**src/rtl/gps_corr_pkg.sv**
```systemverilog
// Shared correlator types: signed I/Q sum, the buffered dump entry, and the
// |I|+|Q| magnitude helper used at capture time.
package gps_corr_pkg;

    localparam int SUM_W = 17;
    localparam int SEQ_W = 8;

    typedef logic signed [SUM_W-1:0] corr_sum_t;
    typedef logic        [SUM_W:0]   corr_mag_t;
    typedef logic        [SEQ_W-1:0] corr_seq_t;

    typedef struct packed {
        corr_seq_t seq;
        corr_sum_t i;
        corr_sum_t q;
        corr_mag_t mag;
    } dump_entry_t;

    // One extra bit lets |-2^(SUM_W-1)| and the sum of two maxima fit exactly.
    function automatic corr_mag_t abs_add(input corr_sum_t a, input corr_sum_t b);
        corr_mag_t ext_a;
        corr_mag_t ext_b;
        corr_mag_t mag_a;
        corr_mag_t mag_b;
        ext_a = {a[SUM_W-1], a};
        ext_b = {b[SUM_W-1], b};
        if (a[SUM_W-1]) begin
            mag_a = ~ext_a + {{SUM_W{1'b0}}, 1'b1};
        end else begin
            mag_a = ext_a;
        end
        if (b[SUM_W-1]) begin
            mag_b = ~ext_b + {{SUM_W{1'b0}}, 1'b1};
        end else begin
            mag_b = ext_b;
        end
        return mag_a + mag_b;
    endfunction

endpackage

```
**src/rtl/dump_capture_fifo_if.sv**
```systemverilog
// Valid/ready drain stream carrying one tagged dump entry toward the tracking loop.
interface dump_capture_fifo_if #(
    parameter int SUM_W = 17,
    parameter int SEQ_W = 8
);
    logic                    out_valid;
    logic                    out_ready;
    logic        [SEQ_W-1:0] out_seq;
    logic signed [SUM_W-1:0] out_i;
    logic signed [SUM_W-1:0] out_q;
    logic        [SUM_W:0]   out_mag;

    modport master (
        output out_valid,
        output out_seq,
        output out_i,
        output out_q,
        output out_mag,
        input  out_ready
    );

    modport slave (
        input  out_valid,
        input  out_seq,
        input  out_i,
        input  out_q,
        input  out_mag,
        output out_ready
    );
endinterface

```
**src/rtl/dump_capture_fifo_sync_fifo.sv**
```systemverilog
// Generic single-clock FIFO over any packed type; wrap-bit pointers give level,
// full and empty without a separate counter.
module sync_fifo #(
    parameter type T     = logic [7:0],
    parameter int  DEPTH = 8
) (
    input  logic                     clk,
    input  logic                     rst_n,
    input  logic                     push,
    input  logic                     pop,
    input  T                         din,
    output T                         dout,
    output logic [$clog2(DEPTH):0]   level,
    output logic                     full,
    output logic                     empty
);
    localparam int AW = $clog2(DEPTH);

    T               mem_r [DEPTH];
    logic [AW:0]    wr_ptr_r;
    logic [AW:0]    rd_ptr_r;
    logic           do_push_s;
    logic           do_pop_s;

    assign level = wr_ptr_r - rd_ptr_r;
    assign full  = (level == (AW+1)'(DEPTH));
    assign empty = (wr_ptr_r == rd_ptr_r);

    // A pop frees the slot the same cycle, so a full FIFO still takes a push alongside it.
    assign do_pop_s  = pop & ~empty;
    assign do_push_s = push & (~full | do_pop_s);

    // Pointer registers.
    always_ff @(posedge clk or negedge rst_n) begin
        if (!rst_n) begin
            wr_ptr_r <= '0;
            rd_ptr_r <= '0;
        end else begin
            if (do_push_s) begin
                wr_ptr_r <= wr_ptr_r + {{AW{1'b0}}, 1'b1};
            end
            if (do_pop_s) begin
                rd_ptr_r <= rd_ptr_r + {{AW{1'b0}}, 1'b1};
            end
        end
    end

    // Storage write; contents never matter while empty because dout is masked.
    always_ff @(posedge clk) begin
        if (do_push_s) begin
            mem_r[wr_ptr_r[AW-1:0]] <= din;
        end
    end

    // Head entry, forced to zero when nothing is held.
    always_comb begin
        dout = '0;
        if (empty) begin
            dout = '0;
        end else begin
            dout = mem_r[rd_ptr_r[AW-1:0]];
        end
    end

endmodule

```
**src/rtl/dump_capture_fifo.sv**
```systemverilog
// Captures I/Q sums one cycle after each enabled dump strobe, tags them with a
// sequence number and |I|+|Q|, and buffers them for the valid/ready consumer.
module dump_capture_fifo
    import gps_corr_pkg::*;
#(
    parameter int SUM_W  = gps_corr_pkg::SUM_W,
    parameter int DEPTH  = 8,
    parameter int SEQ_W  = gps_corr_pkg::SEQ_W,
    parameter int DROP_W = 16,
    localparam int LVL_W = $clog2(DEPTH) + 1
) (
    input  logic                    clk,
    input  logic                    rst_n,
    input  logic                    en,
    input  logic                    dump,
    input  logic signed [SUM_W-1:0] sum_i,
    input  logic signed [SUM_W-1:0] sum_q,
    dump_capture_fifo_if.master     out_if,
    output logic [LVL_W-1:0]        level,
    output logic                    overflow,
    output logic [DROP_W-1:0]       drop_cnt,
    input  logic                    ovf_clr
);
    logic              dump_d_r;
    corr_seq_t         seq_r;
    logic              overflow_r;
    logic [DROP_W-1:0] drop_cnt_r;
    logic              push_s;
    logic              pop_s;
    logic              drop_s;
    logic              full_s;
    logic              empty_s;
    dump_entry_t       entry_s;
    dump_entry_t       head_s;

    // Sums settle one cycle after the strobe, so the push happens on the delayed strobe.
    assign push_s = dump_d_r;
    assign pop_s  = out_if.out_valid & out_if.out_ready;
    assign drop_s = push_s & full_s & ~pop_s;

    assign entry_s.seq = seq_r;
    assign entry_s.i   = sum_i;
    assign entry_s.q   = sum_q;
    assign entry_s.mag = abs_add(sum_i, sum_q);

    sync_fifo #(
        .T     (dump_entry_t),
        .DEPTH (DEPTH)
    ) u_fifo (
        .clk   (clk),
        .rst_n (rst_n),
        .push  (push_s),
        .pop   (out_if.out_ready),
        .din   (entry_s),
        .dout  (head_s),
        .level (level),
        .full  (full_s),
        .empty (empty_s)
    );

    assign out_if.out_valid = ~empty_s;
    assign out_if.out_seq   = head_s.seq;
    assign out_if.out_i     = head_s.i;
    assign out_if.out_q     = head_s.q;
    assign out_if.out_mag   = head_s.mag;

    assign overflow = overflow_r;
    assign drop_cnt = drop_cnt_r;

    // Dump strobe delay and sequence tag; a dropped entry does not consume a tag.
    always_ff @(posedge clk or negedge rst_n) begin
        if (!rst_n) begin
            dump_d_r <= 1'b0;
            seq_r    <= '0;
        end else begin
            dump_d_r <= dump & en;
            if (push_s && !drop_s) begin
                seq_r <= seq_r + {{(SEQ_W-1){1'b0}}, 1'b1};
            end
        end
    end

    // Sticky overflow and saturating drop count; a coincident drop outranks the clear.
    always_ff @(posedge clk or negedge rst_n) begin
        if (!rst_n) begin
            overflow_r <= 1'b0;
            drop_cnt_r <= '0;
        end else if (drop_s) begin
            overflow_r <= 1'b1;
            if (ovf_clr) begin
                drop_cnt_r <= {{(DROP_W-1){1'b0}}, 1'b1};
            end else if (!(&drop_cnt_r)) begin
                drop_cnt_r <= drop_cnt_r + {{(DROP_W-1){1'b0}}, 1'b1};
            end else begin
                drop_cnt_r <= drop_cnt_r;
            end
        end else if (ovf_clr) begin
            overflow_r <= 1'b0;
            drop_cnt_r <= '0;
        end else begin
            overflow_r <= overflow_r;
            drop_cnt_r <= drop_cnt_r;
        end
    end

endmodule

```
**src/flat_wrapper.sv**
```systemverilog
// flat-port wrapper written by rule: the top's interface ports become plain ports
module dump_capture_fifo_flat import gps_corr_pkg::*;
#(
    parameter int SUM_W  = gps_corr_pkg::SUM_W,
    parameter int DEPTH  = 8,
    parameter int SEQ_W  = gps_corr_pkg::SEQ_W,
    parameter int DROP_W = 16,
    localparam int LVL_W = $clog2(DEPTH) + 1
)
  (clk, rst_n, en, dump, sum_i, sum_q, level, overflow, drop_cnt, ovf_clr, out_if_out_valid, out_if_out_seq, out_if_out_i, out_if_out_q, out_if_out_mag, out_if_out_ready);
  dump_capture_fifo_if #(.SUM_W(SUM_W), .SEQ_W(SEQ_W)) out_if_i ();
  input  logic clk;
  input  logic rst_n;
  input  logic en;
  input  logic dump;
  input  logic signed [SUM_W-1:0] sum_i;
  input  logic signed [SUM_W-1:0] sum_q;
  output logic [LVL_W-1:0] level;
  output logic overflow;
  output logic [DROP_W-1:0] drop_cnt;
  input  logic ovf_clr;
  output wire logic [$bits(out_if_i.out_valid)-1:0] out_if_out_valid;
  output wire logic [$bits(out_if_i.out_seq)-1:0] out_if_out_seq;
  output wire logic [$bits(out_if_i.out_i)-1:0] out_if_out_i;
  output wire logic [$bits(out_if_i.out_q)-1:0] out_if_out_q;
  output wire logic [$bits(out_if_i.out_mag)-1:0] out_if_out_mag;
  input wire logic [$bits(out_if_i.out_ready)-1:0] out_if_out_ready;
  assign out_if_out_valid = out_if_i.out_valid;
  assign out_if_out_seq = out_if_i.out_seq;
  assign out_if_out_i = out_if_i.out_i;
  assign out_if_out_q = out_if_i.out_q;
  assign out_if_out_mag = out_if_i.out_mag;
  assign out_if_i.out_ready = out_if_out_ready;
  dump_capture_fifo #(.SUM_W(SUM_W), .DEPTH(DEPTH), .SEQ_W(SEQ_W), .DROP_W(DROP_W)) u_core (.clk(clk), .rst_n(rst_n), .en(en), .dump(dump), .sum_i(sum_i), .sum_q(sum_q), .out_if(out_if_i), .level(level), .overflow(overflow), .drop_cnt(drop_cnt), .ovf_clr(ovf_clr));
endmodule
```
**config.mk**
```make
export PLATFORM = sky130hd
export DESIGN_NAME = dump_capture_fifo_flat
export DESIGN_NICKNAME = d
export VERILOG_FILES = /design/src/rtl/gps_corr_pkg.sv /design/src/rtl/dump_capture_fifo_if.sv /design/src/rtl/dump_capture_fifo_sync_fifo.sv /design/src/rtl/dump_capture_fifo.sv /design/src/flat_wrapper.sv
export SDC_FILE = /design/constraint.sdc
export NUM_CORES = 1
export LEC_CHECK = 0
export CORE_MARGIN = 2
export CORE_UTILIZATION = 43
export DETAILED_ROUTE_END_ITERATION = 8
export SLEW_MARGIN = 20
export SYNTH_ARGS = -nofsm -noshare
export SYNTH_HDL_FRONTEND = slang
export SYNTH_SLANG_ARGS = --single-unit
```
**constraint.sdc**
```tcl
create_clock -name clk -period 27.6 [get_ports clk]
set_input_delay 4.14 -clock clk [delete_from_list [all_inputs] [get_ports clk]]
set_output_delay 4.14 -clock clk [all_outputs]
set_load 0.02 [all_outputs]
```
==> flow_metrics.tcl <==
set metrics [dict create \
    status "completed" \
    syn_nets 1296 \
    postCtsHoldBufs 0 \
    min_period_ns 8.323 \
    grt_util_all_layers 0.1888 \
    ctsResizeCount 0 \
    vias 11510 \
    drc 0 \
    synth-seq-cells 514 \
    tightestPinTransition_ns 1.089 \
    synth_area_per_cell_um2 17.44 \
    yosys-top-cells-area "edfxtp_1 (67%), mux4_2 (13%), dfrtp_1 (4.0%)" \
    port_buffers 121 \
    arrival_ns 4.18 \
    required_ns 23.46 \
    wl_per_cell_um 23.11 \
    coreArea_um2 49050 \
    cp_slowest_cell "dfrtp_4" \
    synth_cells 1228 \
    fin_worst_skew_ns 0.02886 \
    avgViaCountPerCell 5.572 \
    yosysTopAreaCellShare 0.6729 \
    cts_tree "yes" \
    critical_path.cell_chain "inv_1 > ha_1 > nand3_1 > nor2_4 > buf_4 > a21oi_1 > clkdlybuf4s50_1" \
    slowest_delay_ns 1.02 \
    max_cap_violations 0 \
    final-max-slew-violation-count 0 \
    start_kind "flip-flop" \
    path_class "reg2out" \
    yosys.area.top_type "edfxtp_1" \
    grt_pass1_wl_um 72040 \
    antenna_found_initial 1 \
    drt_iter0_markers 1022 \
    async_reset_ff_frac 0.06615 \
    cts_buffers 54 \
    setup_tns_ns 0 \
    cts_root_buf "clkbuf_16" \
    gp_congestion 0.8115 \
    synth.most_common_cell "edfxtp_1" \
    dieArea_um2 51620 \
    grt_pass1_vias 11770 \
    clock_latency_ns 0.60 \
    postRouteWirelength_um 47750 \
    h-tree-depth 2 \
    reg2reg_depth 9 \
    place_ws_ns 19.16 \
    clk_pin_slew_worst_paths_ns 0.06 \
    fin_crit_sh 0.3016 \
    path_max_fanout 58 \
    cts_buffer_depth 3 \
    drive_gt1_frac 0.1706 \
    cts_sinks 514 \
    ir_worst_vdd_mv 0.06243 \
    whs_path_depth 1 \
    rows 81 \
    final_nets 1430 \
    fmax_ghz 0.1201 \
    synth_cell_types 59 \
    die_height_um 227.2 \
    yosys-top-cells-count "edfxtp_1 (480), nand2_1 (150), mux4_2 (120), a21oi_1 (78), xnor2_1 (47)" \
    yosysSeqAreaShare 0.7126 \
    hold_class "reg2reg" \
    initial_utilization 0.4367 \
    final.setup.worst_slack_ns 19.28 \
    rsz0062_at_grt "false" \
    yosysWarnings 0 \
    setup_viol 0 \
    final_core_util 0.5133 \
    powerDensity_nw_per_um2 107.3 \
    endpoint_kind "primary output" \
    p_leak_uw 0.008247 \
    drt_pre_antenna_iters 5 \
    io_pins 122 \
    die_x_um 227.2 \
    grt-ovfl-total 0 \
    synthFlopType "edfxtp_1" \
    syn-cell-area_um2 21420 \
    postCtsSetupRepairBufs 0 \
    grt_max_degree 69 \
    drtAntennaViolNets 0 \
    synth_edf_count 480 \
    timing.slew.headroom 0.2742 \
    finalHoldViolCount 0 \
    dpl.hpwl_um 26150 \
    area_growth_pct 17.54 \
]
-- worst max-delay path: cells and delay by family (launching register included) --
kind / cells / cell delay [ns]
adders and majority gates: 1 / 0.32
buffers and inverters: 3 / 1.45
AOI/OAI and AO/OA: 1 / 0.25
and+or+nand+nor: 2 / 0.50
DFF: 1 / 1.02
-- sequential cells by signal, summed over array words and instances, names as in the netlist --
register,flops
u_core.drop_cnt,16
u_core.dump_d_r,1
u_core.overflow,1
u_core.seq_r,8
u_core.u_fifo.mem_r,480
u_core.u_fifo.rd_ptr_r,4
u_core.u_fifo.wr_ptr_r,4
-- layer usage --
metal  wire length, µm  track usage
met1             21150       0.2626
met2             23300       0.3117
met3              2386      0.03265
met4               907      0.04765
met5                 0            0
-- metrics by stage --
step                power, µW  instance area (µm²)  hold slack (ns)  std cells
finish                   2702                25180           0.5320       2066
global route             2832                25180           0.5592       2066
CTS                      2739                25180           0.5380       2065
detailed placement       2003                23400           0.5267       1970
global placement         1999                23400           0.5074       1970
floorplan                1617                21420           0.4977       1228
-- layout by cell type (no fill, tap or decap), types with 13 or more instances in the layout --
cell type | synthesis | final
o21ai_0 | 22 | 22
xnor2_1 | 47 | 47
buf_4 | 0 | 18
clkdlybuf4s50_1 | 0 | 120
edfxtp_1 | 480 | 480
ha_1 | 26 | 26
mux4_2 | 120 | 120
nand3_1 | 13 | 13
a21oi_1 | 78 | 78
inv_1 | 22 | 21
nor2_1 | 28 | 27
dfrtp_1 | 34 | 31
nand2_1 | 150 | 150
clkbuf_16 | 0 | 55
-- path summary, 6_finish.rpt --
| path | from | endpoint | slack, ns |
|---|---|---|---|
| max in group asynchronous | rst_n | u_core.u_fifo.rd_ptr_r[1] | 23.38 |
| min in group asynchronous | rst_n | u_core.drop_cnt[8] | 3.63 |
| max | u_core.u_fifo.rd_ptr_r[1] | out_if_out_i[16] | 19.28 |
| min | u_core.u_fifo.rd_ptr_r[3] | u_core.u_fifo.rd_ptr_r[3] | 0.53 |
| min reg2reg | u_core.u_fifo.rd_ptr_r[3] | u_core.u_fifo.rd_ptr_r[3] | 0.53 |
| max reg2reg | u_core.u_fifo.rd_ptr_r[1] | u_core.u_fifo.mem_r[3][44] | 22.26 |
-- kinds of logic (layout without fill, tap and decap cells) --
logic type / Yosys count / after routing / synth area share
AOI/OAI and AO/OA: 157 / 157 / 0.04480
xor gates and xnor gates: 56 / 56 / 0.02290
adders and majority gates: 28 / 28 / 0.01706
buffers and inverters: 84 / 257 / 0.01565
DFF: 514 / 514 / 0.7126
muxes: 125 / 125 / 0.1288
other: 0 / 1 / 0
and+or+nand+nor: 264 / 264 / 0.05823
-- final cells by class --
class	count	area [µm²]
Fill cell	4054	23870
Inverter	23	86.33
Multi-Input combinational cell	630	5864
Clock inverter	28	339.1
Clock buffer	67	1441
Antenna cell	1	2.502
Sequential cell	514	15270
Tap cell	664	830.8
Timing Repair Buffer	139	1341
-- power by group --
| part | internal, µW | switching, µW |
|---|---|---|
| Combinational | 421 | 525 |
| Clock | 442 | 288 |
| Sequential | 958 | 68.4 |
| Total | 1820 | 881 |
No activity file was read; power rests on OpenSTA's default activity.
==> patch 1: new RTL, same flow settings <==
`SUM_W` is set to 17 in 2 places; all go to 34.
--- a/src/rtl/gps_corr_pkg.sv
+++ b/src/rtl/gps_corr_pkg.sv
@@ -3,5 +3,5 @@
 package gps_corr_pkg;
 
-    localparam int SUM_W = 17;
+    localparam int SUM_W = 34;
     localparam int SEQ_W = 8;
 
--- a/src/rtl/dump_capture_fifo_if.sv
+++ b/src/rtl/dump_capture_fifo_if.sv
@@ -1,5 +1,5 @@
 // Valid/ready drain stream carrying one tagged dump entry toward the tracking loop.
 interface dump_capture_fifo_if #(
-    parameter int SUM_W = 17,
+    parameter int SUM_W = 34,
     parameter int SEQ_W = 8
 );
Interface: changed (5 resized); port bits go from 122 to 207. No check against the original RTL was run, so the function may have changed too.
==> patch 1 against the original RTL <==
- routed wire length up 100%
- worst setup slack worse by 1.4 ns
- power up 82%
- non-clock buffer count up 92
- synthesized area up 81%
- final area up 80%
- sequential cell count up 408
- count of clock-buffer cells in the layout up 42
==> patch 1: results (changes against the original RTL) <==
status: completed
Post-Synth XOR/XNOR Area: 2.28% (-0.0077 points)
Slowest Stage Delay on Critical Path: 0.98 ns (-0.04 ns)
Nets: 2569 (+80%)
vias in the first global route: 21900 (+86%)
maximum level of the CTS H-tree: 3 (+1)
Placer Congestion: 0.899 (+11%)
sequential fraction of the synthesis area: 71.0% (-0.28 points)
Adder-Cell Fraction of Synth Area: 1.49% (-0.21 points)
Clock Latency Late Sink: 0.65 ns (+0.05 ns)
Yosys cell types: 73 (+24%)
met3 Usage GRT: 2.98% (-0.28 points)
fmax: 103 MHz (-14%)
Metal-1 WL: 40400 um (+91%)
Avg Inst Size Synth: 17.3 sq um (-0.66%)
number of flip-flops in the largest register: 888 (+85%)
Reg2Reg Depth: 8 (-1)
clock network fraction of total power: 26.0% (-1.0 points)
Compound-Gate Fraction of Synth Area: 4.69% (+0.21 points)
vias per cell: 5.75 (+3.3%)
Async SR Flop Fraction: 3.69% (-2.9 points)
largest net degree at the start of global routing: 112 (+62%)
reg2reg setup slack: 21.80 ns (-0.46 ns)
fin cells: 3710 (+80%)
Synth top cells by count: 888 x edfxtp_1, 284 x nand2_1, 222 x mux4_2
GRT Total Usage: 20.9% (+2.0 points)
Area after DPL: 42200 sq um (+80%)
fill cell count: 7414 (+83%)
syn nets: 2356 (+82%)
CTS buffer count: 97 (+80%)
total power: 0.00491 W (+82%)
EDFF count, synth: 888 (+85%)
antenna violations before repair: 5 (+4)
top sig layer: met5
first-pass GRT wire length: 143000 um (+99%)
DP HPWL: 54600 um (+110%)
Global Route met2 Usage: 35.3% (+4.2 points)
worst setup path class: reg -> out
I/O Buffers: 206 (+70%)
main area contributors after synthesis: edfxtp_1 69%, mux4_2 13%, nand2_1 2.7%
Slew @ Worst Pin: 1.14 ns (+0.0488 ns)
leakage: 14.6 nW (+78%)
sw frac: 34.0% (+1.3 points)
met3 wire length: 4830 um (+100%)
CP Max Fanout: 60 (+3.4%)
Worst R2R End: u_core.u_fifo.mem_r[4][18]
mux contribution to synthesized area: 13.2% (+0.35 points)
routed length per instance: 26.1 um (+13%)
[patch 1: worst min-delay path by stage]
stage	cells past startpoint	endpoint	slack (ns)	start
detailed placement	1	u_core.u_fifo.rd_ptr_r[3]	0.48	u_core.u_fifo.rd_ptr_r[3]
global route	1	u_core.u_fifo.wr_ptr_r[3]	0.52	u_core.u_fifo.wr_ptr_r[3]
global placement	1	u_core.u_fifo.rd_ptr_r[3]	0.48	u_core.u_fifo.rd_ptr_r[3]
CTS	1	u_core.u_fifo.rd_ptr_r[3]	0.49	u_core.u_fifo.rd_ptr_r[3]
floorplan	1	u_core.u_fifo.rd_ptr_r[3]	0.46	u_core.u_fifo.rd_ptr_r[3]
finish	1	u_core.u_fifo.wr_ptr_r[3]	0.49	u_core.u_fifo.wr_ptr_r[3]
[patch 1: cell type report]
type                       count  share of cell area, %
tap                         1176                   3.24
multi-input combinational   1166                   23.7
clock buffer                 109                   5.52
inverter                      32                  0.276
antenna                        3                 0.0166
timing repair buffer         231                   5.15
clock inverter                71                   1.41
sequential                   922                   60.7
==> patch 2: new RTL, same settings <==
Made on the original files. Put one more register stage on the output `overflow`, cleared by the reset. The value now appears one clock later. The other outputs are not delayed to match.
--- a/src/rtl/dump_capture_fifo.sv
+++ b/src/rtl/dump_capture_fifo.sv
@@ -65,5 +65,11 @@
     assign out_if.out_mag   = head_s.mag;
 
-    assign overflow = overflow_r;
+    always_ff @(posedge clk or negedge rst_n) begin
+        if (!rst_n) begin
+            overflow <= '0;
+        end else begin
+            overflow <= overflow_r;
+        end
+    end
     assign drop_cnt = drop_cnt_r;
 
Behaviour: same outputs for any inputs over 4 cycles, from zero or initial values and one cycle with rst_n low; that may be too few to reach the edited logic, so the function may still have changed.
==> patch 2 against the original RTL <==
- worst setup slack lost 0.099 ns
- non-clock buffer count is the same
- first-iteration DRC count is 13% lower
- clock skew shrank 0.011 ns
- synthesized area rose by 0.12%
- routed wire length decreased by 0.78%
- critical endpoint is now out_if_out_mag[0]
- power decreased by 1.2%
- sequential cell count up 1
- final area barely moved
==> patch 2: results (changes against the original RTL) <==
DP HPWL: 26100 um (-0.36%)
leakage: 8.25 nW (about the same)
Worst path slowest cell: buf_4
Metal-1 WL: 20600 um (-2.7%)
fmax: 119 MHz (-1.2%)
Async SR Flop Fraction: 6.80% (+0.18 points)
Placer Congestion: 0.837 (+3.1%)
top sig layer: met5
reg2reg setup slack: 22.76 ns (+0.50 ns)
first-pass GRT wire length: 71900 um (-0.18%)
met3 wire length: 2160 um (-9.4%)
Routed WL: 47400 um (-0.78%)
syn nets: 1297 (+0.077%)
antenna cells: 0 (-1)
initial drt markers: 889 (-13%)
Worst R2R End: u_core.u_fifo.mem_r[3][40]
Worst Hold Launch: u_core.overflow_r
GRT Total Usage: 18.8% (-0.096 points)
CP Max Fanout: 61 (+5.2%)
CP arrival: 4.28 ns (+0.10 ns)
layout cell share with drive strength beyond 1: 17.1% (+0.082 points)
main area contributors after synthesis: edfxtp_1 67%, mux4_2 13%, dfrtp_1 4.1%
met2 routed WL: 23700 um (+1.6%)
vias in the first global route: 11800 (+0.42%)
Hold Path Sink: u_core.overflow
Reg2Reg Depth: 7 (-2)
hold path cells: 0 (-1)
status: completed
IR drop worst, VDD: 0.0000639 V (+2.4%)
vias per cell: 5.53 (-0.81%)
largest net degree at the start of global routing: 63 (-8.7%)
CP Launch Point: u_core.u_fifo.rd_ptr_r[2]
fill cell count: 4076 (+0.54%)
sequential fraction of the synthesis area: 71.3% (about the same)
pre-CTS WS: 19.19 ns (+0.0393 ns)
Slew @ Worst Pin: 1.05 ns (-0.0389 ns)
patch 2: cell count changes after synthesis:
cell / change
dfrtp_1: +1
patch 2: kinds of logic (layout without fill, tap and decap cells):
group           after synthesis  count (layout)  share of synthesized area, %
mux                         125             125                          12.9
xor+xnor                     56              56                          2.29
fa+ha+maj                    28              28                          1.70
buf+inv                      84             261                          1.56
flops                       515             515                          71.3
compound gates              157             157                          4.47
simple gates                264             264                          5.82
patch 2: how the worst max path moves through the flow:
stage	cells past startpoint	to
global route	8	out_if_out_mag[0]
floorplan	3	u_core.u_fifo.mem_r[0][0]
global placement	11	u_core.u_fifo.mem_r[0][12]
CTS	8	out_if_out_mag[14]
finish	8	out_if_out_mag[0]
detailed placement	11	u_core.u_fifo.mem_r[0][12]
patch 2: final cells by class:
| type | instances | area share (%) |
|---|---|---|
| flip-flops and latches | 515 | 60.8 |
| multi-input cells | 630 | 23.3 |
| clock buffers | 73 | 5.86 |
| repair buffers | 139 | 5.43 |
| well taps | 664 | 3.30 |
| clock inverters | 26 | 0.920 |
| inverters | 23 | 0.343 |
patch 2: layer usage:
layer  vias up  GRT usage, %
li1       5117             -
met1      5989          25.5
met2       257          31.7
met3        75          2.81
met4         2          5.48
met5         -             0
patch 2: worst register-to-register path, cell delays in order (launching register included):
cell and delay [ns]:
dfrtp_4 0.68, buf_4 0.71, fa_1 0.58, and3_1 0.21
a41oi_2 0.57, nand2_1 0.25, nor3_2 0.56, buf_4 0.84
patch 2: metrics by stage:
stage | std cells | util [%] | hold WS (ns) | total power [W] | cell area, sq um
final | 2070 | 51.3 | 0.384 | 0.00267 | 25200
after global routing | 2070 | 51.3 | 0.396 | 0.00280 | 25200
after CTS | 2069 | 51.2 | 0.385 | 0.00270 | 25100
after detailed placement | 1970 | 47.7 | 0.371 | 0.00200 | 23400
after global placement | 1970 | 47.7 | 0.359 | 0.00200 | 23400
after floorplan | 1229 | - | 0.354 | 0.00162 | 21400
patch 2: power by group:
| part | leakage (nW) | internal [W] | switching [W] | total, W |
|---|---|---|---|---|
| combinational | 2.63 | 0.000424 | 0.000540 | 0.000963 |
| sequential | 4.78 | 0.000961 | 0.0000486 | 0.00101 |
| clock | 0.840 | 0.000410 | 0.000287 | 0.000697 |
